File: src/rtl/motion_pi_ctrl.sv
// Line-follower motion controller: IR pair sequencing through the shared A2D, saturating PI loop, signed motor drive.
// Optional MOTION_INTG_DECIM_EN: integrator updates only on every 4th control cycle.
module motion_pi_ctrl #(
  parameter int N_PAIRS    = 3,
  parameter int RES_W      = 12,
  parameter int OUT_W      = 11,
  parameter int SETTLE_CYC = 4096,
  parameter int GAP_CYC    = 32,
  parameter int I_SHIFT    = 4,
  parameter int BASE_SPD   = 480
) (
  input  logic                    clk,
  input  logic                    rst_n,
  input  logic                    go,
  input  logic [RES_W-1:0]        A2D_res,
  input  logic                    cnv_cmplt,
  output logic                    strt_cnv,
  output logic [2:0]              chnnl,
  output logic [N_PAIRS-1:0]      IR_en,
  output logic signed [OUT_W-1:0] lft_reg,
  output logic signed [OUT_W-1:0] rht_reg,
  output logic                    upd
);

  // state    | meaning
  // IDLE     | waiting for go
  // SETTLE   | emitter k on, letting the receiver settle
  // CNV_R    | start pulse for right channel 2k
  // WAIT_R   | wait for right result, add weighted
  // GAP      | spacing between right and left conversions
  // CNV_L    | start pulse for left channel 2k+1
  // WAIT_L   | wait for left result, subtract weighted
  // INTG     | clamp error, update integrator
  // PI       | form P+I term
  // OUT      | load motor drive, pulse upd
  typedef enum logic [3:0] {
    S_IDLE, S_SETTLE, S_CNV_R, S_WAIT_R, S_GAP,
    S_CNV_L, S_WAIT_L, S_INTG, S_PI, S_OUT
  } state_t;

  localparam int ACC_W   = RES_W + N_PAIRS + 1;
  localparam int TMR_W   = $clog2((SETTLE_CYC > GAP_CYC) ? SETTLE_CYC : GAP_CYC) + 1;
  localparam int OUT_MAX = (1 << (OUT_W - 1)) - 1;
  localparam int OUT_MIN = -(1 << (OUT_W - 1));
  localparam logic [1:0] K_LAST = 2'(N_PAIRS - 1);

  state_t                    r_state;
  logic [1:0]                r_k;
  logic [TMR_W-1:0]          r_tmr;
  logic signed [ACC_W-1:0]   r_acc;
  logic signed [11:0]        r_err;
  logic signed [11:0]        r_intgrl;
  logic signed [11:0]        r_pi;
  logic                      r_strt;
  logic [2:0]                r_chnnl;
  logic [N_PAIRS-1:0]        r_ir;
  logic signed [OUT_W-1:0]   r_lft;
  logic signed [OUT_W-1:0]   r_rht;
  logic                      r_upd;
`ifdef MOTION_INTG_DECIM_EN
  logic [1:0]                r_dcnt;
`endif

  function automatic logic signed [11:0] sat12(input logic signed [31:0] v);
    if (v > 32'sd2047)       return 12'sh7ff;
    else if (v < -32'sd2048) return 12'sh800;
    else                     return v[11:0];
  endfunction

  function automatic logic signed [OUT_W-1:0] sat_out(input logic signed [31:0] v);
    if (v > OUT_MAX)      return OUT_W'(OUT_MAX);
    else if (v < OUT_MIN) return OUT_W'(OUT_MIN);
    else                  return v[OUT_W-1:0];
  endfunction

  logic signed [ACC_W-1:0] w_res_sh;
  logic signed [31:0]      w_acc32, w_err32, w_errq32, w_int32, w_pi32;
  logic signed [11:0]      w_err_n, w_int_n, w_pi_n;
  logic signed [OUT_W-1:0] w_lft_n, w_rht_n;

  // Result is unsigned: zero-extend into the signed accumulator before weighting.
  assign w_res_sh = $signed({{(ACC_W-RES_W){1'b0}}, A2D_res} << r_k);
  assign w_acc32  = {{(32-ACC_W){r_acc[ACC_W-1]}}, r_acc};
  assign w_err_n  = sat12(w_acc32);
  assign w_err32  = {{20{w_err_n[11]}}, w_err_n};
  assign w_int32  = {{20{r_intgrl[11]}}, r_intgrl};
  assign w_int_n  = sat12(w_int32 + (w_err32 >>> I_SHIFT));
  assign w_errq32 = {{20{r_err[11]}}, r_err};
  assign w_pi_n   = sat12(w_errq32 + w_int32);
  assign w_pi32   = {{20{r_pi[11]}}, r_pi};
  assign w_rht_n  = sat_out(BASE_SPD - w_pi32);
  assign w_lft_n  = sat_out(BASE_SPD + w_pi32);

  always_ff @(posedge clk or negedge rst_n) begin
    if (!rst_n) begin
      r_state  <= S_IDLE;
      r_k      <= '0;
      r_tmr    <= '0;
      r_acc    <= '0;
      r_err    <= '0;
      r_intgrl <= '0;
      r_pi     <= '0;
      r_strt   <= 1'b0;
      r_chnnl  <= '0;
      r_ir     <= '0;
      r_lft    <= '0;
      r_rht    <= '0;
      r_upd    <= 1'b0;
`ifdef MOTION_INTG_DECIM_EN
      r_dcnt   <= '0;
`endif
    end else begin
      r_strt <= 1'b0;
      r_upd  <= 1'b0;
      case (r_state)
        S_IDLE: begin
          if (go) begin
            r_k     <= '0;
            r_ir    <= N_PAIRS'(1);
            r_tmr   <= TMR_W'(SETTLE_CYC - 1);
            r_state <= S_SETTLE;
          end
        end
        S_SETTLE: begin
          if (r_tmr == '0) begin
            r_strt  <= 1'b1;
            r_chnnl <= {r_k, 1'b0};
            r_state <= S_CNV_R;
          end else begin
            r_tmr <= r_tmr - 1'b1;
          end
        end
        S_CNV_R: r_state <= S_WAIT_R;
        S_WAIT_R: begin
          if (cnv_cmplt) begin
            r_acc   <= r_acc + w_res_sh;
            r_tmr   <= TMR_W'(GAP_CYC - 1);
            r_state <= S_GAP;
          end
        end
        S_GAP: begin
          if (r_tmr == '0) begin
            r_strt  <= 1'b1;
            r_chnnl <= {r_k, 1'b1};
            r_state <= S_CNV_L;
          end else begin
            r_tmr <= r_tmr - 1'b1;
          end
        end
        S_CNV_L: r_state <= S_WAIT_L;
        S_WAIT_L: begin
          if (cnv_cmplt) begin
            r_acc <= r_acc - w_res_sh;
            if (r_k == K_LAST) begin
              r_ir    <= '0;
              r_state <= S_INTG;
            end else begin
              r_k     <= r_k + 2'd1;
              r_ir    <= N_PAIRS'(1) << (r_k + 2'd1);
              r_tmr   <= TMR_W'(SETTLE_CYC - 1);
              r_state <= S_SETTLE;
            end
          end
        end
        S_INTG: begin
          r_err <= w_err_n;
`ifdef MOTION_INTG_DECIM_EN
          if (r_dcnt == 2'd0) r_intgrl <= w_int_n;
          r_dcnt <= r_dcnt + 2'd1;
`else
          r_intgrl <= w_int_n;
`endif
          r_state <= S_PI;
        end
        S_PI: begin
          r_pi    <= w_pi_n;
          r_state <= S_OUT;
        end
        S_OUT: begin
          r_rht <= w_rht_n;
          r_lft <= w_lft_n;
          r_upd <= 1'b1;
          r_acc <= '0;
          if (go) begin
            r_k     <= '0;
            r_ir    <= N_PAIRS'(1);
            r_tmr   <= TMR_W'(SETTLE_CYC - 1);
            r_state <= S_SETTLE;
          end else begin
            r_state <= S_IDLE;
          end
        end
        default: r_state <= S_IDLE;
      endcase
    end
  end

  assign strt_cnv = r_strt;
  assign chnnl    = r_chnnl;
  assign IR_en    = r_ir;
  assign lft_reg  = r_lft;
  assign rht_reg  = r_rht;
  assign upd      = r_upd;

endmodule

File: config.mk
export PLATFORM = sky130hd
export DESIGN_NAME = motion_pi_ctrl
export DESIGN_NICKNAME = d
export VERILOG_FILES = /design/src/rtl/motion_pi_ctrl.sv
export SDC_FILE = /design/constraint.sdc
export NUM_CORES = 1
export LEC_CHECK = 0
export BUFFER_PORTS_ARGS = -buffer_cell sky130_fd_sc_hd__buf_2
export CAP_MARGIN = 20
export CELL_PAD_IN_SITES_DETAIL_PLACEMENT = 0
export CELL_PAD_IN_SITES_GLOBAL_PLACEMENT = 1
export CORE_MARGIN = 3
export CORE_UTILIZATION = 30
export CTS_BUF_LIST = sky130_fd_sc_hd__clkbuf_16
export DETAILED_ROUTE_END_ITERATION = 6
export PLACE_DENSITY = 0.64
export SLEW_MARGIN = 25
export SYNTH_ARGS = -nofsm -noshare
export SYNTH_HDL_FRONTEND = slang
export SYNTH_SLANG_ARGS = --single-unit
File: constraint.sdc
create_clock -name clk -period 9.8 [get_ports clk]
set_input_delay 0.49 -clock clk [delete_from_list [all_inputs] [get_ports clk]]
set_output_delay 0.49 -clock clk [all_outputs]
set_load 0.05 [all_outputs]
# ---- Word level (Yosys, flattened, before mapping)
# Cells that the tools add are included.
dict set report op_classes {
  add_sub_neg 8
  magnitude_cmp 10
  reduce_logical 14
  mux 41
  shift 2
  n_eq_ne 18
}
# operator count
set ops {}
lappend ops {{$mux 12} 6}
lappend ops {{$mux 13} 5}
lappend ops {{$pmux 13 s4} 1}
lappend ops {{$pmux 16 s3} 1}
lappend ops {{$mux 11} 4}
lappend ops {{$pmux 4 s10} 1}
lappend ops {{$mux 16} 2}
lappend ops {{$gt 13x11->1 const B} 2}
lappend ops {{$gt 13x12->1 const B} 2}
lappend ops {{$lt 13x11->1 const B} 2}
lappend ops {{$lt 13x12->1 const B} 2}
lappend ops {{$mux 4} 5}
lappend ops {{$mux 3} 6}
lappend ops {{$add 16x16->16} 1}
lappend ops {{$eq 4x3->1 const B} 4}
lappend ops {{$gt 16x12->1 const B} 1}
lappend ops {{$lt 16x12->1 const B} 1}
lappend ops {{$shl 12x2->16} 1}
lappend ops {{$sub 16x16->16} 1}
lappend ops {{$ne 2x2->1 const B} 7}
lappend ops {{$add 10x12->13 const A} 1}
lappend ops {{$add 12x12->13} 1}
lappend ops {{$add 12x8->13} 1}
lappend ops {{$logic_not 13->1} 1}
lappend ops {{22 further kinds} 34}
dict set report totals {
  input_bits 16
  output_inout_bits 30
  word_cells 106
  regBits 101
}

# ---- Depth between registers and ports, before layout
# Gate-level depths: netlist of the first run.
dict set report depth {
  ltp_word 7
  depth_mapped 17
  mapped_depth_nobuf 16
}

# ---- Worst setup path before layout of the first run
# Ideal clock, no wire load.
dict set report synth_path {
  path_type {flip-flop to flip-flop}
  start {reg r_k[0]}
  end {reg r_acc[15]}
  arrival_time_ns 3.575
  path_slack_ns 6.091
  stages_incl_launch_ff 17
  path_buffers 2
  required_ns 9.666
  period_less_slack_ns 3.709
  setup_ns 0.134
  path_cell_list {dfrtp_1 buf_2 buf_4 clkinv_1 nand3_1 ha_1 inv_1 nor4_4 a31oi_1 xor2_1 ha_1 a21oi_1 o22ai_1 o41ai_1 a2111oi_0 a211oi_1 o41ai_1}
}
dict set report synth_between {
  elab_chain_len 4
  elab_cells_between_ends 6
  classes_between {add/sub (2); shift (1); mux (3)}
}
# element line_no
set synth_lines {}
lappend synth_lines {{start: declaration} 48} ;# logic [1:0] r_k;
lappend synth_lines {{start signal: assignment} 158} ;# r_k <= r_k + 2'd1;
lappend synth_lines {{$shl 12x2->16 *} 82} ;# assign w_res_sh = $signed({{(ACC_W-RES_W){1'b0}}, A2D_res} << r_k);
lappend synth_lines {{$sub 16x16->16 or $add 16x16->16 (tied branches)} {153, 136}}
lappend synth_lines {{$mux 16 (on tied branches)} {152, 135}}
lappend synth_lines {{$pmux 16 s3 *} 115} ;# case (r_state)
lappend synth_lines {{end signal: assignment} 136} ;# r_acc <= r_acc + w_res_sh;
lappend synth_lines {{end signal: assignment} 153} ;# r_acc <= r_acc - w_res_sh;
lappend synth_lines {{end: declaration} 50} ;# logic signed [ACC_W-1:0] r_acc;
# Mark *: on every way between the ends. The rest lies on a longest branch, timed or not. The select of a mux whose other input is x is not followed.
# A chain may end at the register's enable or synchronous reset.

# ---- Worst setup path in the final report of the first run
# Ends and elaborated chain as after synthesis.

==> results.sh, run 1 <==
export IMPL_outcome="completed"
export IMPL_cts_sinks=101
export IMPL_maxSlewViolCount=0
export IMPL_ys_seq_elements=101
export IMPL_fin_skew_ns=0.0132
export IMPL_min_period_ns=4.70
export IMPL_avgRoutedWirePerCell_um=14.8
export IMPL_synth_area_mm2=0.00753
export IMPL_viasPerCell=5.12
export IMPL_n_fill_cell=2565
export IMPL_synthDistinctLibCells=78
export IMPL_arrival_ns=4.92
export IMPL_crit_slowest_cell="dfrtp_1"
export IMPL_design_area_mm2=0.00836
export IMPL_htree_levels=3
export IMPL_rows=57
export IMPL_worstPathCellList="clkinv_1 -> nand3_1 -> ha_1 -> inv_1 -> nor4_4 -> a31oi_1 -> xor2_1 -> ha_1 -> a21oi_1 -> o22ai_1 -> o41ai_1 -> a21o_1 -> xnor2_1 -> o41ai_1"
export IMPL_fmax_ghz=0.213
export IMPL_yosysWarnings=0
export IMPL_hold_path_class="primary input to async pin"
export IMPL_grt_ovfl_total=0
export IMPL_synth_edf_count=0
export IMPL_rrSetupSlack_ns=5.10
export IMPL_worstRegToRegCells=14
export IMPL_yosysSeqAreaShare=0.336
export IMPL_die_h_um=164
export IMPL_vias=6241
export IMPL_nets=961
export IMPL_criticalPathCategory="register to register"
export IMPL_synth_flop_cell="dfrtp_1"
export IMPL_postSynth_asyncResetShare=1.00
export IMPL_worst_pin_slew_ns=0.865
export IMPL_totalNegativeSetupSlack_ns=0
export IMPL_numCtsBuffers=9
export IMPL_synthToLayoutAreaGrowth_pct=11.0
export IMPL_peakVddDrop_mv=0.143
export IMPL_grt_pass1_vias=5917
export IMPL_critPathLaunch="r_k[0]"
export IMPL_crit_family="compound AO/OA/AOI/OAI gates"
export IMPL_grt_total_usage=0.135
export IMPL_antenna_found_initial=0
export IMPL_grt_pass1_wl_um=30200
export IMPL_drtIter0Drc=384
export IMPL_top_register="r_acc"
export IMPL_avgSynthCellArea_um2=8.67
export IMPL_endpoint="r_acc[15]"
export IMPL_cp_num_buf_inv=2
export IMPL_drc=0
export IMPL_critPathLaunchType="register"
export IMPL_cts_root_buf="clkbuf_16"
export IMPL_synth_nets=939
export IMPL_ctsHoldBuffers=0
export IMPL_rsz0062_at_grt="no"
export IMPL_cellPowerDensity_mw_per_mm2=333
export IMPL_grt_max_degree=55
export IMPL_reg_largest_list="r_acc (16), r_tmr (13)"
export IMPL_largest_reg_flops=16
export IMPL_cp_num_cells=14
export IMPL_num_io_pins=46
export IMPL_drt_pass1_iterations=7
export IMPL_r2r_start="r_k[0]"
export IMPL_min_period_over_period=0.480
export IMPL_postCtsSetupRepairBufs=0
export IMPL_place_gp_congestion=0.803
export IMPL_drv_cap=0
export IMPL_place_area_mm2=0.00805
export IMPL_setup_viol=0
export IMPL_drive_gt1_frac=0.114
export IMPL_required_ns=10.02
export IMPL_crit_fanout=23
export IMPL_r2r_end="r_acc[15]"
export IMPL_leakage_nw=3.75
export IMPL_cts_resized=0
export IMPL_start_util=0.308
export IMPL_endpoint_kind="register"
export IMPL_die_area_mm2=0.0270
export IMPL_drt_total_wl_um=18100
export IMPL_hpwl_um=13600
export IMPL_core_area_mm2=0.0245
export IMPL_cts_tree="built"
export IMPL_cpPeakStageDelay_ns=0.91
export IMPL_max_slew_margin_rel=0.423
export IMPL_clock_latency_ns=0.36
export IMPL_holdWs_ns=0.146
export IMPL_final_hold_violation_count=0
export IMPL_drtAntennaViolNets=0
export IMPL_port_buffers=45
export IMPL_clk_path_buf_depth=2
export IMPL_die_width_um=164
export IMPL_clk_pin_slew_worst_paths_ns=0.08
export IMPL_syn_inst=868
-- cell usage in the layout (no fill, tap or decap), types with 17 or more instances in the layout --
cell      instances
nor2_1           77
mux2i_1          18
o21a_1           25
nor3_1           17
o21ai_0          72
nand2_1          88
buf_2            44
inv_1            29
a22o_1           18
nand2b_1         18
ha_1             52
a21oi_1          67
dfrtp_1         101
xor2_1           20
xnor2_1          28
-- where the power goes --
part	internal [mW]	switching (mW)
Sequential	0.572	0.202
Clock	0.203	0.173
Combinational	0.653	0.978
Total	1.43	1.35
-- final cells by class --
type | instances | area [µm²] | share of cell area
Antenna cell | 1 | 2.50 | 0.000299
Inverter | 33 | 124 | 0.0148
Sequential cell | 101 | 2530 | 0.302
Timing Repair Buffer | 50 | 265 | 0.0317
Clock buffer | 9 | 225 | 0.0270
Multi-Input combinational cell | 695 | 4720 | 0.565
Clock inverter | 7 | 82.6 | 0.00988
Tap cell | 324 | 405 | 0.0485
-- through the flow --
step	util	instances	power, mW	setup WS (ns)
2_1_floorplan	-	868	2.06	6.09
3_3_place_gp	0.329	1203	2.42	5.26
3_5_place_dp	0.329	1203	2.42	5.14
4_1_cts	0.342	1219	2.81	5.11
5_1_grt	0.342	1219	3.05	4.59
6_report	0.342	1220	2.78	5.10
-- cell families (layout without fill, tap and decap cells) --
family,count (synthesis),in the layout,synth area share
buf+inv,72,99,0.0382
compound gates,289,289,0.253
mux,30,30,0.0454
fa+ha+maj,55,55,0.0944
other cells,0,1,0
flops,101,101,0.336
simple gates,273,273,0.177
xor+xnor,48,48,0.0559
-- Yosys cell counts (all sizes together), types with 7 or more instances --
| cell | count | area, µm² |
|---|---|---|
| a21o | 8 | 60.1 |
| a21oi | 67 | 335 |
| a22o | 18 | 158 |
| a22oi | 10 | 80.1 |
| a31oi | 18 | 128 |
| buf | 9 | 51.3 |
| clkbuf | 30 | 113 |
| dfrtp | 101 | 2530 |
| ha | 52 | 651 |
| inv | 30 | 113 |
| mux2 | 10 | 113 |
| mux2i | 18 | 180 |
| nand2 | 88 | 330 |
| nand2b | 18 | 113 |
| nand3 | 10 | 50.1 |
| nor2 | 78 | 295 |
| nor2b | 16 | 100 |
| nor3 | 19 | 111 |
| o211ai | 7 | 52.6 |
| o21a | 25 | 188 |
| o21ai | 77 | 385 |
| o31ai | 8 | 73.8 |
| o41ai | 8 | 77.6 |
| or3 | 7 | 53.8 |
| xnor2 | 28 | 245 |
| xor2 | 20 | 175 |
-- routing by layer --
layer / track usage / up-vias / wire (µm)
met5: 0 / - / 0
met4: 0.0385 / 0 / 193
met3: 0.0203 / 11 / 480
met2: 0.219 / 72 / 8420
met1: 0.188 / 2965 / 8990
li1: - / 3193 / -
-- worst min-delay path by stage --
stage | startpoint | endpoint | slack, ns
finish | rst_n | lft_reg[10] | 0.15
global route | rst_n | lft_reg[10] | 0.18
CTS | rst_n | lft_reg[10] | 0.16
detailed placement | lft_reg[2] | lft_reg[2] | 0.47
global placement | lft_reg[3] | lft_reg[3] | 0.46
floorplan | rst_n | IR_en[0] | 0.19
Power figures use the tool's default switching activity.
==> run 2: changes to the inputs <==
==> constraint.sdc (replaced) <==
create_clock -name clk -period 4.67 [get_ports clk]
set_input_delay 0.2335 -clock clk [delete_from_list [all_inputs] [get_ports clk]]
set_output_delay 0.2335 -clock clk [all_outputs]
set_load 0.05 [all_outputs]
==> run 2 against run 1 <==
Register-to-register slack got worse by 4.4 ns. Power rose by 110%. Highest routed layer unchanged. Count of clock-buffer cells in the layout did not move. Largest power group unchanged. Non-clock buffer count rose by 13. Critical endpoint unchanged.
==> results.sh, run 2 (synthesized netlist as in run 1, its figures left out) <==
export IMPL_min_period_ns=4.01
export IMPL_endpoint_kind="register"
export IMPL_start_util=0.308
export IMPL_crit_fanout=13
export IMPL_fin_skew_ns=0.00814
export IMPL_rsz0062_at_grt="no"
export IMPL_power_total_mw=5.79
export IMPL_final_core_utilization=0.344
export IMPL_place_gp_congestion=0.769
export IMPL_hold_path_class="primary input to register"
export IMPL_htree_levels=3
export IMPL_grt_pass1_vias=5937
export IMPL_drt_pass1_iterations=5
export IMPL_grt_total_usage=0.136
export IMPL_cts_root_buf="clkbuf_16"
export IMPL_setup_viol=0
export IMPL_rows=57
export IMPL_hp_start="go"
export IMPL_avgRoutedWirePerCell_um=14.8
export IMPL_synthToLayoutAreaGrowth_pct=11.7
export IMPL_arrival_ns=4.22
export IMPL_clk_pin_slew_worst_paths_ns=0.07
export IMPL_final_common_cell="dfrtp_1"
export IMPL_antenna_found_initial=0
export IMPL_max_slew_margin_rel=0.469
export IMPL_grt_pass1_wl_um=30300
export IMPL_largest_reg_flops=16
export IMPL_outcome="completed"
export IMPL_drive_gt1_frac=0.123
export IMPL_postCtsSetupRepairBufs=0
export IMPL_most_common_layout_cells="dfrtp_1, nand2_1, nor2_1"
export IMPL_dp_cells=1215
export IMPL_vias=6237
export IMPL_drv_cap=0
export IMPL_required_ns=4.88
export IMPL_critPathLaunchType="register"
export IMPL_reg_largest_list="r_acc (16), r_tmr (13)"
export IMPL_cellPowerDensity_mw_per_mm2=688
export IMPL_rrSetupSlack_ns=0.66
export IMPL_viasPerCell=5.07
export IMPL_drt_total_wl_um=18200
export IMPL_min_period_over_period=0.859
export IMPL_final_hold_violation_count=0
export IMPL_n_fill_cell=2560
export IMPL_cts_tree="built"
export IMPL_core_area_mm2=0.0245
export IMPL_top_register="r_acc"
export IMPL_hpwl_um=13900
export IMPL_instances_no_fill=1231
export IMPL_r2r_start="r_k[1]"
export IMPL_critPathLaunch="r_k[1]"
export IMPL_drc=0
export IMPL_peakVddDrop_mv=0.297
export IMPL_drtAntennaViolNets=0
export IMPL_grt_max_degree=55
export IMPL_num_io_pins=46
export IMPL_drtIter0Drc=402
export IMPL_maxSlewViolCount=0
export IMPL_cts_sinks=101
export IMPL_clk_path_buf_depth=2
export IMPL_fmax_ghz=0.249
export IMPL_clock_latency_ns=0.34
export IMPL_antenna_cells=0
export IMPL_die_area_mm2=0.0270
export IMPL_port_buffers=45
export IMPL_leakage_nw=3.79
export IMPL_totalNegativeSetupSlack_ns=0
export IMPL_grt_ovfl_total=0
export IMPL_criticalPathCategory="register to register"
export IMPL_die_h_um=164
export IMPL_die_width_um=164
export IMPL_worst_pin_slew_ns=0.797
export IMPL_numCtsBuffers=9
export IMPL_nets=974
[run 2: changes by cell type in the layout (fill, tap and decap cells not counted), moves of 2 or more]
| cell | before | now |
|---|---|---|
| buf_4 | 6 | 18 |
| inv_8 | 2 | 0 |
| clkinv_4 | 2 | 0 |
| clkinv_2 | 0 | 2 |
| clkinvlp_4 | 0 | 2 |
[run 2: where the power goes]
part	internal (mW)	switching, mW	total, mW
clock	0.353	0.328	0.681
combinational	1.41	2.13	3.55
sequential	1.20	0.353	1.56
[run 2: layer usage]
layer  GRT usage  up-vias  routed length, µm
met4      0.0396        0                220
met2       0.215       66               8250
met5           0        -                  0
met1       0.196     2941               9330
met3      0.0130       12                401
li1            -     3218                  -
[run 2: worst max-delay path, stage by stage, from the launching register on]
cell	delay, ns
dfrtp_1	0.60
clkinv_1	0.30
nand3_1	0.17
ha_1	0.21
inv_1	0.09
nor4_4	0.36
a31oi_1	0.15
xor2_1	0.19
ha_1	0.34
a21oi_1	0.24
o22ai_1	0.18
o41ai_1	0.52
a2111oi_0	0.20
a211oi_1	0.24
o41ai_1	0.10
[run 2: final timing paths]
path / end / cells after the start
hold / removal: r_state[0] / 3
setup reg to reg: r_acc[15] / 14
max in group asynchronous: r_acc[4] / 3
setup / recovery: r_acc[15] / 14
hold reg to reg: lft_reg[0] / 2
min in group asynchronous: lft_reg[9] / 2
[run 2: area by class of cell]
cell class                      instances  area (µm²)  share of cell area
Multi-Input combinational cell        695        4720               0.562
Sequential cell                       101        2530               0.301
Tap cell                              324         405              0.0482
Timing Repair Buffer                   63         365              0.0435
Clock buffer                            9         225              0.0268
Inverter                               33         124              0.0147
Clock inverter                          6        32.5             0.00387
[run 2: metrics by stage]
step / hold slack, ns / setup WS (ns) / area [µm²]
3_5_place_dp: 0.302 / 0.675 / 8140
6_report: 0.278 / 0.660 / 8400
2_1_floorplan: -0.0621 / 0.961 / 7530
5_1_grt: 0.277 / 0.342 / 8400
3_3_place_gp: 0.302 / 0.724 / 8140
4_1_cts: 0.259 / 0.643 / 8400
[run 2: what timing repair did]
action / in CTS / in global routing
hold buffers: 1 / 0
resized for setup: 0 / 0
endpoints found under the hold margin: 47 / 0
